==> config.mk <==
export PLATFORM = sky130hd
export DESIGN_NAME = fetch_req_ctrl
export DESIGN_NICKNAME = d
export VERILOG_FILES = /design/src/rtl/fetch_req_ctrl.sv
export SDC_FILE = /design/constraint.sdc
export NUM_CORES = 1
export LEC_CHECK = 0
export ABC_AREA = 0
export CAP_MARGIN = 20
export CORE_MARGIN = 2
export CORE_UTILIZATION = 44
export DETAILED_ROUTE_END_ITERATION = 10
export GPL_ROUTABILITY_DRIVEN = 0
export MAX_ROUTING_LAYER = met4
export PLACE_DENSITY = 0.86
export SETUP_SLACK_MARGIN = 0.05
export SKIP_LAST_GASP = 1
export SYNTH_ARGS = -nofsm -noshare
export SYNTH_HDL_FRONTEND = slang
export SYNTH_SLANG_ARGS = --single-unit
==> constraint.sdc <==
create_clock -name clk -period 3.6 [get_ports clk]
set_clock_uncertainty 0.05 [all_clocks]
set_input_delay 0.72 -clock clk [delete_from_list [all_inputs] [get_ports clk]]
set_output_delay 0.72 -clock clk [all_outputs]
set_load 0.01 [all_outputs]
==> src/rtl/fetch_req_ctrl.sv <==
// Sequential instruction fetch with credit-based flow control into a fetch buffer.
// Redirects (flush / exception / ertn) retarget the PC and discard in-flight responses.
module fetch_req_ctrl #(
    parameter int          DEPTH    = 16,
    parameter int          MAX_OUT  = 4,
    parameter logic [31:0] RESET_PC = 32'h1c000000
) (
    input  logic        clk,
    input  logic        reset,
    input  logic        flush,
    input  logic [31:0] flush_pc,
    input  logic        excp_flush,
    input  logic [31:0] excp_pc,
    input  logic        ertn_flush,
    input  logic [31:0] ertn_pc,
    output logic        inst_req_valid,
    input  logic        inst_req_ready,
    output logic [31:0] inst_req_addr,
    input  logic        inst_resp_valid,
    input  logic [31:0] inst_resp_data,
    input  logic        inst_resp_err,
    output logic        buf_valid,
    input  logic        buf_ready,
    output logic [63:0] buf_bus,
    output logic        buf_excp,
    output logic [3:0]  buf_excp_num,
    input  logic        buf_pop
);
    localparam int CW = $clog2(DEPTH + MAX_OUT + 1);
    localparam int PW = (MAX_OUT > 1) ? $clog2(MAX_OUT) : 1;
    localparam logic [CW-1:0] C_DEPTH  = CW'(DEPTH);
    localparam logic [CW-1:0] C_MAXOUT = CW'(MAX_OUT);
    localparam logic [CW-1:0] C_ONE    = CW'(1);
    localparam logic [PW-1:0] P_LAST   = PW'(MAX_OUT - 1);

    typedef enum logic {S_RUN, S_HALT} state_t;

    state_t        r_state;
    logic [31:0]   r_pc;
    logic [CW-1:0] r_occ;
    logic [CW-1:0] r_out;
    logic [CW-1:0] r_drop;
    logic [31:0]   r_pc_fifo [MAX_OUT];
    logic [PW-1:0] r_wr_ptr;
    logic [PW-1:0] r_rd_ptr;

    logic          w_redirect;
    logic [31:0]   w_target;
    logic          w_run;
    logic          w_credit_ok;
    logic          w_aligned;
    logic          w_req_hs;
    logic          w_resp_push;
    logic          w_adef_push;
    logic          w_push;
    logic [CW-1:0] w_out_nxt;

    assign w_redirect  = excp_flush | ertn_flush | flush;
    assign w_target    = excp_flush ? excp_pc : (ertn_flush ? ertn_pc : flush_pc);
    assign w_run       = !reset && (r_state == S_RUN) && !w_redirect;
    assign w_credit_ok = (r_occ + r_out) < C_DEPTH;
    assign w_aligned   = (r_pc[1:0] == 2'b00);

    assign inst_req_valid = w_run && (r_out < C_MAXOUT) && w_credit_ok && w_aligned;
    assign inst_req_addr  = r_pc;
    assign w_req_hs       = inst_req_valid && inst_req_ready;

    // Responses still owed from before a redirect are swallowed, never pushed
    assign w_resp_push = !reset && inst_resp_valid && (r_drop == '0) && !w_redirect;
    assign w_adef_push = w_run && !w_aligned && w_credit_ok && (r_out == '0);
    assign buf_valid   = w_resp_push || w_adef_push;
    assign w_push      = buf_valid && buf_ready;

    assign w_out_nxt = r_out + (w_req_hs ? C_ONE : '0) - (inst_resp_valid ? C_ONE : '0);

    always_comb begin
        buf_bus      = '0;
        buf_excp     = 1'b0;
        buf_excp_num = 4'h0;
        if (w_resp_push) begin
            buf_bus      = {r_pc_fifo[r_rd_ptr], (inst_resp_err ? 32'h0 : inst_resp_data)};
            buf_excp     = inst_resp_err;
            buf_excp_num = inst_resp_err ? 4'h2 : 4'h0;
        end else if (w_adef_push) begin
            buf_bus      = {r_pc, 32'h0};
            buf_excp     = 1'b1;
            buf_excp_num = 4'h1;
        end
    end

    always_ff @(posedge clk) begin
        if (reset) begin
            r_state  <= S_RUN;
            r_pc     <= RESET_PC;
            r_occ    <= '0;
            r_out    <= '0;
            r_drop   <= '0;
            r_wr_ptr <= '0;
            r_rd_ptr <= '0;
        end else begin
            if (w_redirect) begin
                r_pc    <= w_target;
                r_state <= S_RUN;
                r_occ   <= '0;
                r_drop  <= w_out_nxt;
            end else begin
                if (w_req_hs)
                    r_pc <= r_pc + 32'd4;
                if (w_adef_push)
                    r_state <= S_HALT;
                r_occ <= r_occ + (w_push ? C_ONE : '0) - (buf_pop ? C_ONE : '0);
                if (inst_resp_valid && (r_drop != '0))
                    r_drop <= r_drop - C_ONE;
            end
            r_out <= w_out_nxt;
            if (w_req_hs)
                r_wr_ptr <= (r_wr_ptr == P_LAST) ? '0 : r_wr_ptr + PW'(1);
            if (inst_resp_valid)
                r_rd_ptr <= (r_rd_ptr == P_LAST) ? '0 : r_rd_ptr + PW'(1);
        end
    end

    // PC of each request, consumed in order by its response (dropped or not)
    always_ff @(posedge clk) begin
        if (w_req_hs)
            r_pc_fifo[r_wr_ptr] <= r_pc;
    end

`ifndef SYNTHESIS
    always_ff @(posedge clk) begin
        if (!reset) begin
            assert (!(buf_valid && !buf_ready)) else $error("fetch buffer refused a push");
            assert (!(inst_resp_valid && (r_out == '0))) else $error("response with nothing outstanding");
            assert (!(buf_pop && (r_occ == '0) && !w_redirect)) else $error("pop from empty buffer");
            assert ((r_occ + r_out) <= C_DEPTH) else $error("credit overflow");
            assert (r_drop <= r_out) else $error("drop count exceeds outstanding");
        end
    end
`endif
endmodule

# Word level (Yosys, flattened, before mapping)
# Memory sizes are Yosys's and may differ from the RTL's. A register that Yosys moved wholly into a read port is not among the register bits.
# Index checks and enable logic that the tools add are counted.
[word_totals] word_cells=73 regBits=52 ram_bits=128 n_memories=1 output_inout_bits=103
[classes] add_sub_neg=9 n_mux=24 n_reduce_logical=25 eq_ne=2 bitwise=3 n_lt_le_gt_ge=2
[memory_table] memory="r_pc_fifo" words=4 width=32 rd=1 rd_clocked_by_memory_dff=1 wr=1 line_no="43" rtl="logic [31:0] r_pc_fifo [MAX_OUT];"
[ops] operator="32-bit 2-to-1 mux" n=5
[ops] operator="64-bit 2-to-1 mux" n=2
[ops] operator="32-bit by 3-bit adder with 32-bit output, second input constant" n=1
[ops] operator="1-bit logical AND" n=14
[ops] operator="2-bit 2-to-1 mux" n=6
[ops] operator="5-bit by 1-bit adder with 5-bit output" n=2
[ops] operator="5-bit logical NOT" n=2
[ops] operator="5-bit 2-to-1 mux" n=2
[ops] operator="5-bit by 1-bit subtractor with 5-bit output" n=2
[ops] operator="1-bit 2-to-1 mux" n=9
[ops] operator="5-bit adder" n=1
[ops] operator="5-bit by 3-bit less-than comparator with 1-bit output, second input constant" n=1
[ops] operator="5-bit less-than comparator, second input constant" n=1
[ops] operator="5-bit nonzero test" n=1
[ops] operator="5-bit by 1-bit subtractor with 5-bit output, second input constant" n=1
[ops] operator="2-bit by 1-bit adder with 2-bit output, second input constant" n=2
[ops] operator="2-bit == test, second input constant" n=2
[ops] operator="2-bit nonzero test" n=2
[ops] operator="1-bit logical NOT" n=3
[ops] operator="2-bit logical NOT" n=1
[ops] operator="1-bit bitwise OR" n=2
[ops] operator="2-bit OR reduction" n=1
[ops] operator="1-bit logical OR" n=1
[ops] operator="1-bit NOT" n=1

# Depth between registers and ports, before layout
[depth] ltp_word=12 mapped_depth=17 mapped_depth_nobuf=17

# Least setup slack after synthesis
# OpenSTA, ideal clock, no wires.
[synth_timing] kind="register -> register" startpoint="register r_occ[1]" endpoint="register r_occ[4]" slack_ps=26 required_time_ps=3433 synth_period_minus_slack_ps=3574 t_arrival_ps=3407 n_path_buf=0 path_stages_with_launch=18 path_cell_list="dfxtp_1 ha_1 nand3_1 a22oi_1 xnor2_1 or3_1 o21ai_0 nand2_1 ha_1 inv_1 ha_1 inv_1 fa_1 inv_1 a21o_1 a21oi_1 xnor2_1 nor2_1"
[synth_between] elab_chain_len=9
[synth_rtl] element="start, declared" line_no="40" rtl="logic [CW-1:0] r_occ;"
[synth_rtl] element="start signal, assigned" line_no="111" rtl="r_occ <= r_occ + (w_push ? C_ONE : '0) - (buf_pop ? C_ONE : '0);"
[synth_rtl] element="5-bit adder" line_no="61" rtl="assign w_credit_ok = (r_occ + r_out) < C_DEPTH;"
[synth_rtl] element="5-bit less-than comparator" line_no="61"
[synth_rtl] element="1-bit logical AND (2 in a row)" line_no="70" rtl="assign w_adef_push = w_run && !w_aligned && w_credit_ok && (r_out == '0);"
[synth_rtl] element="1-bit logical OR" line_no="71" rtl="assign buf_valid = w_resp_push || w_adef_push;"
[synth_rtl] element="net buf_valid" line_no="22" rtl="output logic buf_valid,"
[synth_rtl] element="1-bit logical AND" line_no="72" rtl="assign w_push = buf_valid && buf_ready;"
[synth_rtl] element="1-bit 2-to-1 mux" line_no="111"
[synth_rtl] element="5-bit by 1-bit adder with 5-bit output" line_no="111"
[synth_rtl] element="5-bit by 1-bit subtractor with 5-bit output" line_no="111"
# The timed path passes the listed nets, and every way through them passes these cells.
# A chain may end at the register's enable or synchronous reset.

# Final worst setup path
[layout_timing] startpoint="input port ertn_flush" endpoint="output port buf_excp"
[layout_between] elab_chain_len=9
[layout_rtl] element="start, declared" line_no="14" rtl="input logic ertn_flush,"
[layout_rtl] element="1-bit bitwise OR (*) (2 in a row)" line_no="58" rtl="assign w_redirect = excp_flush | ertn_flush | flush;"
[layout_rtl] element="1-bit logical NOT (*)" line_no="60, 69"
[layout_rtl] element="1-bit logical AND" line_no="60" rtl="assign w_run = !reset && (r_state == S_RUN) && !w_redirect;"
[layout_rtl] element="1-bit logical AND (3 in a row)" line_no="70"
[layout_rtl] element="1-bit 2-to-1 mux" line_no="84" rtl="end else if (w_adef_push) begin"
[layout_rtl] element="1-bit 2-to-1 mux (*)" line_no="80" rtl="if (w_resp_push) begin"
[layout_rtl] element="end, declared" line_no="25" rtl="output logic buf_excp,"
# Mark *: on every way between the ends. The rest lies on a longest branch, timed or not.

==> summary.md <==
| Metric | Value |
|---|---|
| Status | `finished with violations` |
| Failing checks | `negative setup slack` |
| Initial DRC Count | `873` |
| Initial Utilization | `between 40 and 50%` |
| Tot Pwr | `5276 µW` |
| Ys flop type | `edfxtp_1` |
| Hold WC Path Type | `reg -> reg` |
| Share of post-route cells with drive strength above 1 | `roughly 16%` |
| Delay-heaviest family, CP | `buffers and inverters` |
| Max incr delay on CP | `roughly 0.55 ns` |
| Syn Inst Count | `813` |
| Worst-Margin Slew | `0.9566 ns` |
| Max Slew Vio Count | `0` |
| Buf/Inv on CP | `3` |
| Rel. slew slack | `a little over a third` |
| CP dominant cell by count | `clkdlybuf4s50_1` |
| Core Region | `0.02023 mm²` |
| Fin util | `64.16%` |
| Worst Setup Start Kind | `primary input` |
| Worst EP required | `2.83 ns` |
| DRC | `0` |
| Via count | `roughly 8000` |
| Hold buffer count at CTS | `0` |
| Final wirelength | `roughly 29000 µm` |
| Synth area leaders | `edfxtp_1 42%, dfxtp_1 12%, mux4_2 7.9%` |
| Yosys reg bits | `182` |
| TritonCTS Sinks | `approximately 180` |
| Wire per inst | `roughly 21 µm` |
| Cells after DPL | `1317` |
| Arrival time worst endpoint | `roughly 2.9 ns` |
| Commonest cells in the netlist | `128 x edfxtp_1, 116 x nand2_1, 54 x dfxtp_1, 50 x nand3_1, 46 x nor2_1` |
| Setup CP Type | `in -> out` |
| Max VDD drop | `just under 0.3 mV` |
| Global route overflow | `0` |
| DRT Pass-1 Iters | `6` |
| CP max stage cell | `clkdlybuf4s50_1` |
| Nets | `approximately 1300` |
| Synth area leader | `edfxtp_1` |
| CP Cell Sequence | `clkdlybuf4s50_1, buf_4, nor3_4, nand2_2, or3_4, o21ai_4, nor2b_1, clkdlybuf4s50_1` |
| TritonCTS clock tree | `done` |
| Busiest metal layer after global routing | `met2` |
| Ratio of final minimum period to clock period | `101.4%` |
| Leakage power | `approximately 0.0054 µW` |
| Die Wd | `about 150 µm` |
| Max Cap Viol | `0` |
| Most common cell in the netlist | `edfxtp_1` |
| CTS Buf Count | `17` |
| Achievable Freq | `~270 MHz` |
| Largest net degree at the start of global routing | `57` |
| Detail Route Antenna Nets | `0` |
| Clk_lat worst skew | `roughly 0.44 ns` |
| Register clock-pin slew on the reported worst setup and hold paths | `around 0.060 ns` |
| Syn. warnings | `0` |
| Global-route wire length before repair | `between 40000 and 50000 µm` |
| Final Setup Violations | `1` |
| Syn_area_per_cell | `11.17 µm²` |
| Mapped Area | `a little over 0.009 mm²` |
| Hpwl dp | `between 15000 and 20000 µm` |
| CP endpoint kind | `output pin` |
| Die Height | `approximately 150 µm` |
| Io pins | `241` |
| Vias in the first global route | `7788` |
| Area Growth Syn to Fin | `43.02%` |
| Max FO, Critical Path | `7` |
| Asr flop ratio synth | `0%` |
| Die area | `~0.022 mm²` |
| Post-synth EDFFs | `~130` |
| Final Hold Viols | `0` |
| Pwr dens | `around 410 mW/mm²` |
| Clock Tree Buf Depth | `2` |
| Cell variety after synth | `56` |
| Minimum clock period after layout | `about 3.6 ns` |
| Yosys top cell area share | `approximately 42%` |
| CTS root buf | `clkbuf_16` |
| CTS H-tree lvls | `4` |
| Unrepaired setup endpoints after global routing | `true` |
| Rows | `52` |
| Fin worst setup slack | `-0.04902 ns` |
| Port Buffers | `about 240` |
| Met2 Use GR | `between 40 and 50%` |
| GRT Util Overall | `between 20% and 30%` |
| GRT met3 Usage | `roughly 5.6%` |
| Sequential fraction of the synthesis area | `between 50% and 60%` |
| Fin cells | `about 1400` |
| Initial antenna violation count | `1` |
| Met1 usage | `around 33%` |
| Vias per inst | `between 5 and 6` |
[cell type report]
| type | count | area (µm²) |
|---|---|---|
| antenna | 1 | 2.502 |
| clock buffer | 18 | 429.2 |
| clock inverter | 14 | 186.4 |
| fill | 1422 | 7252 |
| inverter | 24 | 90.09 |
| multi-input combinational | 558 | 3935 |
| sequential | 182 | 4930 |
| tap | 270 | 337.8 |
| timing repair buffer | 309 | 3072 |
[through the flow]
stage          hold WS (ns)  cell area, µm²  setup slack, ns  setup TNS, ns
2_1_floorplan        0.4147            9081           0.1187              0
3_3_place_gp         0.4288           12040          -0.2325         -5.664
3_5_place_dp         0.4596           12040          -0.2810         -8.534
4_1_cts              0.4685           12820          -0.1263        -0.8441
5_1_grt              0.4837           12980          -0.1643        -0.6493
6_report             0.4657           12980         -0.04902       -0.04902
[state kept, by name (all words and copies together), names as in the netlist, named ones only]
register / cells
r_pc_fifo: 128
inst_req_addr: 32
r_drop: 5
r_occ: 5
r_out: 5
r_rd_ptr: 2
r_wr_ptr: 2
r_state: 1
[power by group]
part,leakage (µW),internal [µW],switching (µW)
logic,0.00343,471,428
registers,0.00164,2320,118
clock network,0.000300,1110,829
[final timing paths]
check / start / to / slack (ns) / depth (start not counted)
setup / recovery: ertn_flush / buf_excp / -0.05 / 8
hold / removal: r_wr_ptr[1] / r_wr_ptr[1] / 0.47 / 2
setup reg to reg: r_out[3] / r_drop[4] / 0.21 / 15
hold reg to reg: r_wr_ptr[1] / r_wr_ptr[1] / 0.47 / 2
[cells in the final DEF, fill, tap and decap left out, drive strengths merged, types with 4 or more instances in the layout]
cell / Yosys / routed
a211oi: 18 / 18
a21oi: 39 / 39
a221o: 7 / 7
a22oi: 18 / 18
a31oi: 7 / 7
and2: 42 / 42
and3: 5 / 5
and4: 5 / 5
buf: 13 / 72
clkbuf: 37 / 37
clkdlybuf4s50: 0 / 176
dfxtp: 54 / 54
dlygate4sd2: 0 / 11
dlymetal6s2s: 0 / 30
edfxtp: 128 / 128
ha: 23 / 23
inv: 24 / 31
mux2i: 7 / 7
mux4: 32 / 32
nand2: 117 / 117
nand3: 50 / 50
nand4: 6 / 6
nor2: 47 / 47
nor2b: 5 / 5
nor3: 15 / 15
nor4: 12 / 12
o21ai: 36 / 36
o22ai: 6 / 6
o31ai: 4 / 4
or3: 6 / 6
xnor2: 10 / 10
xor2: 6 / 6
[logic make-up (layout without fill, tap and decap cells)]
kind of cell | Yosys count | count (layout) | synth area share (%)
simple gates | 321 | 321 | 17.53
buf+inv | 74 | 365 | 3.294
xor+xnor | 16 | 16 | 1.544
fa+ha+maj | 25 | 25 | 3.611
mux | 40 | 40 | 8.835
flops | 182 | 182 | 54.25
other cells | 1 | 3 | 0.04131
compound gates | 154 | 154 | 10.89
[repair_timing]
action | in CTS | in global routing
gates resized for setup | 49 | 84
endpoints found under the hold margin | 0 | 0
pin swaps | 5 | 16
endpoints found under the setup margin | 69 | 68
cloned | 2 | 1
buffers inserted | 13 | 10
[layer usage]
metal / up-vias / wire [µm] / share of wire (%)
met5: - / 0 / 0
met4: 0 / 1047 / 3.6
met3: 73 / 2650 / 9.0
met2: 458 / 14580 / 50
met1: 3870 / 11090 / 38
li1: 3594 / - / -
[worst min-delay path, stage by stage, from the launching register on]
cell and delay [ns]:
dfxtp_1 0.34, nand2_1 0.07, a21oi_1 0.06
No activity file was read; power rests on OpenSTA's default activity.
